===== config.mk =====
export PLATFORM = sky130hd
export DESIGN_NAME = mem_arbiter
export DESIGN_NICKNAME = d
export VERILOG_FILES = /design/src/rtl/mem_arbiter.sv
export SDC_FILE = /design/constraint.sdc
export NUM_CORES = 1
export LEC_CHECK = 0
export CORE_UTILIZATION = 40
export DETAILED_ROUTE_END_ITERATION = 8
export GPL_TIMING_DRIVEN = 0
export PLACE_DENSITY = 0.79
export SETUP_SLACK_MARGIN = 0.05
export SLEW_MARGIN = 20
export SYNTH_ARGS = -nofsm -noshare
export SYNTH_HDL_FRONTEND = slang
export SYNTH_SLANG_ARGS = --single-unit

===== constraint.sdc =====
create_clock -name clk -period 1.6 [get_ports clk]
set_input_delay 0.16 -clock clk [delete_from_list [all_inputs] [get_ports clk]]
set_output_delay 0.16 -clock clk [all_outputs]
set_load 0.1 [all_outputs]

===== src/rtl/mem_arbiter.sv =====
`default_nettype none
// ============================================================================
// Module      : mem_arbiter
// Description : Arbitrates one shared single-port memory between an
//               instruction-fetch requester and a data-stage requester.
//               One access is outstanding at a time. The data stage normally
//               wins, but fetch wins once it has lost STARVE_MAX times in a
//               row, and requesters alternate on back-to-back traffic. An
//               access that sees no mem_ack within ACK_TIMEOUT busy cycles is
//               aborted: err is set (sticky) and the owner receives 0xDEADBEEF.
// Revision    : 1.0 - initial release
// ----------------------------------------------------------------------------
// Parameters
//   STARVE_MAX   consecutive fetch losses before fetch is forced to win
//   ACK_TIMEOUT  busy cycles without mem_ack before the access is aborted
// Ports
//   clk, rst                  clock, synchronous active-high reset
//   if_req/if_addr            fetch read request (held until if_done)
//   if_done/if_rdata          fetch completion pulse and read data
//   dm_req/dm_addr/dm_wdata   data-stage request, address, store data
//   dm_we/dm_size             1=store/0=load, size (0 word,1 half,2 byte)
//   dm_done/dm_rdata          data completion pulse, load data (0 for stores)
//   mem_en/mem_addr/mem_wdata shared memory port: active, address, write data
//   mem_rnw/mem_size          1=read/0=write, access size
//   mem_rdata/mem_ack         memory read data, access complete
//   stall_if/stall_dm         req & ~done per requester (combinational)
//   err                       sticky timeout flag
// ============================================================================
module mem_arbiter #(
  parameter int STARVE_MAX  = 4,
  parameter int ACK_TIMEOUT = 16
) (
  input  logic        clk,
  input  logic        rst,
  input  logic        if_req,
  input  logic [31:0] if_addr,
  output logic        if_done,
  output logic [31:0] if_rdata,
  input  logic        dm_req,
  input  logic [31:0] dm_addr,
  input  logic [31:0] dm_wdata,
  input  logic        dm_we,
  input  logic [1:0]  dm_size,
  output logic        dm_done,
  output logic [31:0] dm_rdata,
  output logic        mem_en,
  output logic [31:0] mem_addr,
  output logic [31:0] mem_wdata,
  output logic        mem_rnw,
  output logic [1:0]  mem_size,
  input  logic [31:0] mem_rdata,
  input  logic        mem_ack,
  output logic        stall_if,
  output logic        stall_dm,
  output logic        err
);

  localparam int SCW = (STARVE_MAX < 1) ? 1 : $clog2(STARVE_MAX + 1);
  localparam int ACW = (ACK_TIMEOUT < 2) ? 1 : $clog2(ACK_TIMEOUT);
  localparam logic [SCW-1:0] STARVE_LIM   = SCW'(STARVE_MAX);
  localparam logic [ACW-1:0] ACK_LAST     = ACW'(ACK_TIMEOUT - 1);
  localparam logic [31:0]    TIMEOUT_DATA = 32'hDEAD_BEEF;

  typedef enum logic [1:0] {
    IDLE    = 2'd0,
    IF_BUSY = 2'd1,
    DM_BUSY = 2'd2,
    DONE    = 2'd3
  } state_t;

  state_t         state;
  logic           owner_dm;     // current access belongs to the data stage
  logic           alt_valid;    // this IDLE cycle directly follows a done pulse
  logic           alt_was_dm;   // the done pulse just given went to the data stage
  logic [SCW-1:0] starve_cnt;
  logic [ACW-1:0] ack_cnt;

  logic fetch_first;
  logic grant_dm;
  logic grant_if;

  // Arbitration decision, only acted upon in IDLE. Right after a completion
  // the other requester gets priority; otherwise data wins unless fetch has
  // been starved long enough.
  always_comb begin
    fetch_first = alt_valid ? alt_was_dm : (starve_cnt >= STARVE_LIM);
    grant_dm    = dm_req & (~if_req | ~fetch_first);
    grant_if    = if_req & ~grant_dm;
  end

  assign stall_if = if_req & ~if_done;
  assign stall_dm = dm_req & ~dm_done;

  always_ff @(posedge clk) begin
    if (rst) begin
      state      <= IDLE;
      owner_dm   <= 1'b0;
      alt_valid  <= 1'b0;
      alt_was_dm <= 1'b0;
      starve_cnt <= '0;
      ack_cnt    <= '0;
      err        <= 1'b0;
      mem_en     <= 1'b0;
      mem_addr   <= '0;
      mem_wdata  <= '0;
      mem_rnw    <= 1'b0;
      mem_size   <= '0;
      if_done    <= 1'b0;
      dm_done    <= 1'b0;
      if_rdata   <= '0;
      dm_rdata   <= '0;
    end else begin
      if_done <= 1'b0;
      dm_done <= 1'b0;
      unique case (state)
        IDLE: begin
          alt_valid <= 1'b0;
          ack_cnt   <= '0;
          // Port outputs are loaded from the requester at grant time and then
          // held, so later changes on the request inputs do not reach memory.
          if (grant_dm) begin
            state     <= DM_BUSY;
            owner_dm  <= 1'b1;
            mem_en    <= 1'b1;
            mem_addr  <= dm_addr;
            mem_wdata <= dm_wdata;
            mem_rnw   <= ~dm_we;
            mem_size  <= dm_size;
          end else if (grant_if) begin
            state     <= IF_BUSY;
            owner_dm  <= 1'b0;
            mem_en    <= 1'b1;
            mem_addr  <= if_addr;
            mem_wdata <= '0;
            mem_rnw   <= 1'b1;
            mem_size  <= 2'd0;
          end
          // Count a fetch loss only when fetch was actually waiting.
          if (if_req && grant_dm) begin
            if (starve_cnt < STARVE_LIM) begin
              starve_cnt <= starve_cnt + SCW'(1);
            end
          end else begin
            starve_cnt <= '0;
          end
        end

        IF_BUSY, DM_BUSY: begin
          if (mem_ack) begin
            state   <= DONE;
            mem_en  <= 1'b0;
            ack_cnt <= '0;
            if (owner_dm) begin
              dm_done  <= 1'b1;
              dm_rdata <= mem_rnw ? mem_rdata : 32'd0;
            end else begin
              if_done  <= 1'b1;
              if_rdata <= mem_rdata;
            end
          end else if (ack_cnt == ACK_LAST) begin
            // Abort: release the port and complete the owner with a marker.
            state   <= DONE;
            mem_en  <= 1'b0;
            err     <= 1'b1;
            ack_cnt <= '0;
            if (owner_dm) begin
              dm_done  <= 1'b1;
              dm_rdata <= TIMEOUT_DATA;
            end else begin
              if_done  <= 1'b1;
              if_rdata <= TIMEOUT_DATA;
            end
          end else begin
            ack_cnt <= ack_cnt + ACW'(1);
          end
        end

        DONE: begin
          state      <= IDLE;
          alt_valid  <= 1'b1;
          alt_was_dm <= owner_dm;
        end

        default: state <= IDLE;
      endcase
    end
  end

endmodule
`default_nettype wire


==> results.env <==
MOST-COMMON-LAYOUT-CELLS='141 x sky130_fd_sc_hd__dfxtp_1, 134 x sky130_fd_sc_hd__clkdlybuf4s50_1, 130 x sky130_fd_sc_hd__clkdlybuf4s15_2'
AREA_GROWTH_PCT=63.5
SYNTH-COMPOUND-AREA-SHARE_PCT=27.7
ROUTEDWLPERCELL_MICRONS=17.4
FINAL_ANTENNA_NET_COUNT=0
CRIT_SLOWEST_CELL='sky130_fd_sc_hd__dfxtp_2'
WORST_PIN_SLEW_NS=0.586
PRE_CTS_SLACK_NS=-0.758
MAX_CAP_VIOLATIONS=0
P_SW_SHARE_PCT=52.1
WL_MET2_MM=11.1
LAYOUT.FILLER_CELLS=1307
CTS_HTREE_LEVELS=4
POST-ROUTE-MIN-PERIOD_NS=1.56
WORST_SETUP_PATH_END_KIND='flop'
CELL_INTERNAL_POWER_mW=10.4
CTS_BUFFERS=17
GRT_ANTENNA_BEFORE_REPAIR=0
HOLD_PATH_CLASS='input pin to flop'
CRITICAL_PATH.CELL_CHAIN='inv_2 > ha_4 > buf_6 > and3_4 > buf_12 > clkbuf_16 > a21oi_2 > o21a_1'
FLOORPLAN.ROWS=47
DIE-HEIGHT_MICRONS=133
SYNTHMUXAREASHARE_PCT=1.87
CTS_ROOT_BUFFER='sky130_fd_sc_hd__clkbuf_16'
SYNTH_WARNINGS=0
WORST_EP_REQUIRED_TIME_NS=1.97
ROUTE.VIAS.TOTAL=6912
WORSTPATHARRIVAL_NS=1.93
CORE_AREA_SQ_UM=16700
YS_SEQ_AREA_SHARE_PCT=42.6
GRT_MAX_DEGREE=17
SYNTH-ADDER-AREA-SHARE_PCT=0.906
DRC=0
YS_SEQ_ELEMENTS=147
CLOCK_INSERTION_DELAY_WORST_SKEW_NS=0.42
GRT_REMAINING_OVERFLOW=0
YS_DOMINANT_REG_CELL='sky130_fd_sc_hd__dfxtp_1'
SYNTH.LIB_CELLS_USED.DISTINCT=48
TIMING.CRITICAL_PATH.DEPTH=8
SYNTH_EDF_COUNT=0
MET1_WL_MM=9.49
P_LEAK_nW=4.03
ANTENNA_CELLS_INSERTED=0
PATH_CLASS='flop to flop'
HOLDPATHSTAGES=3
POWER_DENSITY_nW_PER_UM2=1920
WORSTREGTOREGCELLS=8
RSZ0062_AT_GRT='yes'
FINAL_CELLS=1296
GR-USAGE-ALL-LAYERS_PCT=24.7
CRIT_FANOUT=8
TOTALNEGATIVESETUPSLACK_NS=0
DESIGN.FINAL.NETS=1204
GRT_PASS1_WL_MM=34.8
VIAS_PER_CELL=5.33
CRIT_FAMILY='buffers and inverters'
CLK_PIN_SLEW_NS=0.07
TIMING.CRITICAL_PATH.SLOWEST_CELL_DELAY_NS=0.34
CRITICAL_PATH_BUF_INV_COUNT=4
DIE_WIDTH_MICRONS=133
IO_PINS=273
TOP_SIGNAL_LAYER_USED='met4'
HOLD_WS_NS=0.179
GRT_PASS1_VIAS=6842
FINALSETUPVIOLATIONS=0
FINALCRITPERIODSHARE_PCT=97.6
SYN_AVG_CELL_AREA_SQ_UM=9.13
CLOCK_PATH_BUFFERS=2
WL_MET3_MM=1.41
TIMING.FINAL.HOLD_VIOLATIONS=0
MAIN_COMBINATIONAL_CELL_FAMILY_BY_AREA_AFTER_SYNTHESIS='compound AO/OA/AOI/OAI gates'
SYNTH_SIMPLE_GATE_AREA_SHARE_PCT=20.0
P_SWITCHING_mW=11.3
MAX_FREQ_MHz=640
DETAIL_ROUTE.FIRST_PASS.ITERATIONS=5
TIMING.FINAL.MAX_SLEW_VIOLATIONS=0
ROUTABILITYCONGESTION=0.810
POWER_FRAC_COMB_PCT=58.1
SEQUENTIALPOWERSHARE_PCT=23.1
OUTCOME='complete, no violations'
PWR-SHARE-CLK_PCT=18.8
SYNTH-XOR-AREA-SHARE_PCT=0
PLACEDCELLCOUNT=1247
CLOCK_SINKS=147
SYNTH.CELL_AREA_SQ_UM=6900
TIMING.CRITICAL_PATH.FROM_TYPE='flop'
CTS_HOLD_REPAIR.BUFFERS=0
START_UTIL_PCT=41.3
FINCLKSKEW_NS=0.0102
DRIVE_GT1_SHARE_PCT=32.6
DRT-INITIAL-DRC-COUNT=310
DIEAREA_SQ_UM=17800
LAYOUT_COMMONEST_CELL='sky130_fd_sc_hd__dfxtp_1'
SYNTHESIS.NETS=897
PLACE_HPWL_MM=15.7
TRITONCTS_CLOCK_TREE='built'
TIMING.MAX_SLEW.REL_SLACK_PCT=61.1
WIRELENGTH_MM=22.6
SYNTHESIS.INSTANCES=756
SYNTHARSTFLOPSHARE_PCT=0
IR_WORST_VDD_V=0.00109
FINAL_CRITICAL_PATH_SETUP_SLACK_NS=0.0386
BUFFER_PORTS.INSERTED=271
## metrics by stage
| step | area [sq um] | util, % | total power [mW] |
|---|---|---|---|
| floorplan | 6980 | - | 14.1 |
| global placement | 9970 | 59.7 | 16.9 |
| detailed placement | 9970 | 59.7 | 17.0 |
| CTS | 11000 | 65.7 | 21.3 |
| global route | 11300 | 67.6 | 22.6 |
| finish | 11300 | 67.6 | 21.7 |
## layer usage
metal,track usage (%),vias to the layer above
met5,0,-
met2,41.6,241
met3,6.05,40
met4,10.4,0
li1,-,3356
met1,29.9,3275
## state kept, by name (all words and copies together), names as in the netlist
name and count:
dm_rdata 32, if_rdata 32, mem_addr 32, mem_wdata 32, ack_cnt 4, starve_cnt 3, mem_size 2, state 2
alt_valid 1, alt_was_dm 1, dm_done 1, err 1, if_done 1, mem_en 1, mem_rnw 1, owner_dm 1
## tightest hold or removal path: cells and delay by family
family                 cells  cell delay, ns
AO/OA/AOI/OAI              1            0.17
buffers and inverters      1            0.16
AND/OR/NAND/NOR            1            0.05
## synth_stat cells, drive strengths merged, types with 2 or more instances
library cell	number	area, sq um
dfxtp	147	2940
nor3	66	380
nand2	47	179
nand2b	47	294
o21ai	45	229
a21oi	40	200
buf	36	228
clkbuf	36	139
nand3b	36	270
o22ai	33	206
a2111oi	32	470
o21bai	32	240
nor2	31	116
inv	30	113
a211oi	26	290
o21a	25	188
mux2i	11	114
ha	5	62.6
a221oi	3	26.3
a31oi	3	18.8
nor3b	3	22.5
a21o	2	15.0
and3	2	12.5
and3b	2	17.5
nand3	2	10.0
nor2b	2	12.5
or2	2	12.5
or4	2	15.0
## path summary, 6_finish.rpt
path | from | endpoint | slack, ns
min reg2reg | if_rdata[27] | if_rdata[27] | 0.46
max | state[0] | dm_rdata[25] | 0.04
min | dm_req | starve_cnt[2] | 0.18
max reg2reg | state[0] | dm_rdata[25] | 0.04
## power by group through the flow
stage | logic (mW) | registers (mW) | clock network [mW]
global route | 13.1 | 5.12 | 4.32
finish | 12.6 | 5.02 | 4.08
floorplan | 3.43 | 10.6 | 0
CTS | 12.2 | 5.01 | 4.13
detailed placement | 11.9 | 5.07 | 0
global placement | 11.9 | 5.05 | 0
## cells by family (layout without fill, tap and decap cells)
logic type / after synthesis / count (layout)
AND/OR/NAND/NOR: 246 / 246
AO/OA/AOI/OAI: 244 / 244
adder cells (fa/ha/maj): 5 / 5
multiplexers: 12 / 12
flip-flops: 147 / 147
buffers and inverters: 102 / 422
## final cells by class
class | instances | area (sq um) | share of cell area [%]
multi-input combinational | 507 | 3710 | 32.8
timing repair buffer | 290 | 3100 | 27.4
sequential | 147 | 2960 | 26.2
buffer | 70 | 551 | 4.88
clock buffer | 17 | 425 | 3.77
tap | 220 | 275 | 2.44
clock inverter | 15 | 169 | 1.50
inverter | 30 | 113 | 0.997
## timing repair
action / CTS / global route
pin swaps: 3 / 13
endpoints found under the hold margin: 0 / 0
resized for setup: 469 / 77
endpoints found under the setup margin: 271 / 119
cloned: 2 / 3
setup buffers: 9 / 5
(Power assumes the default switching activity.)
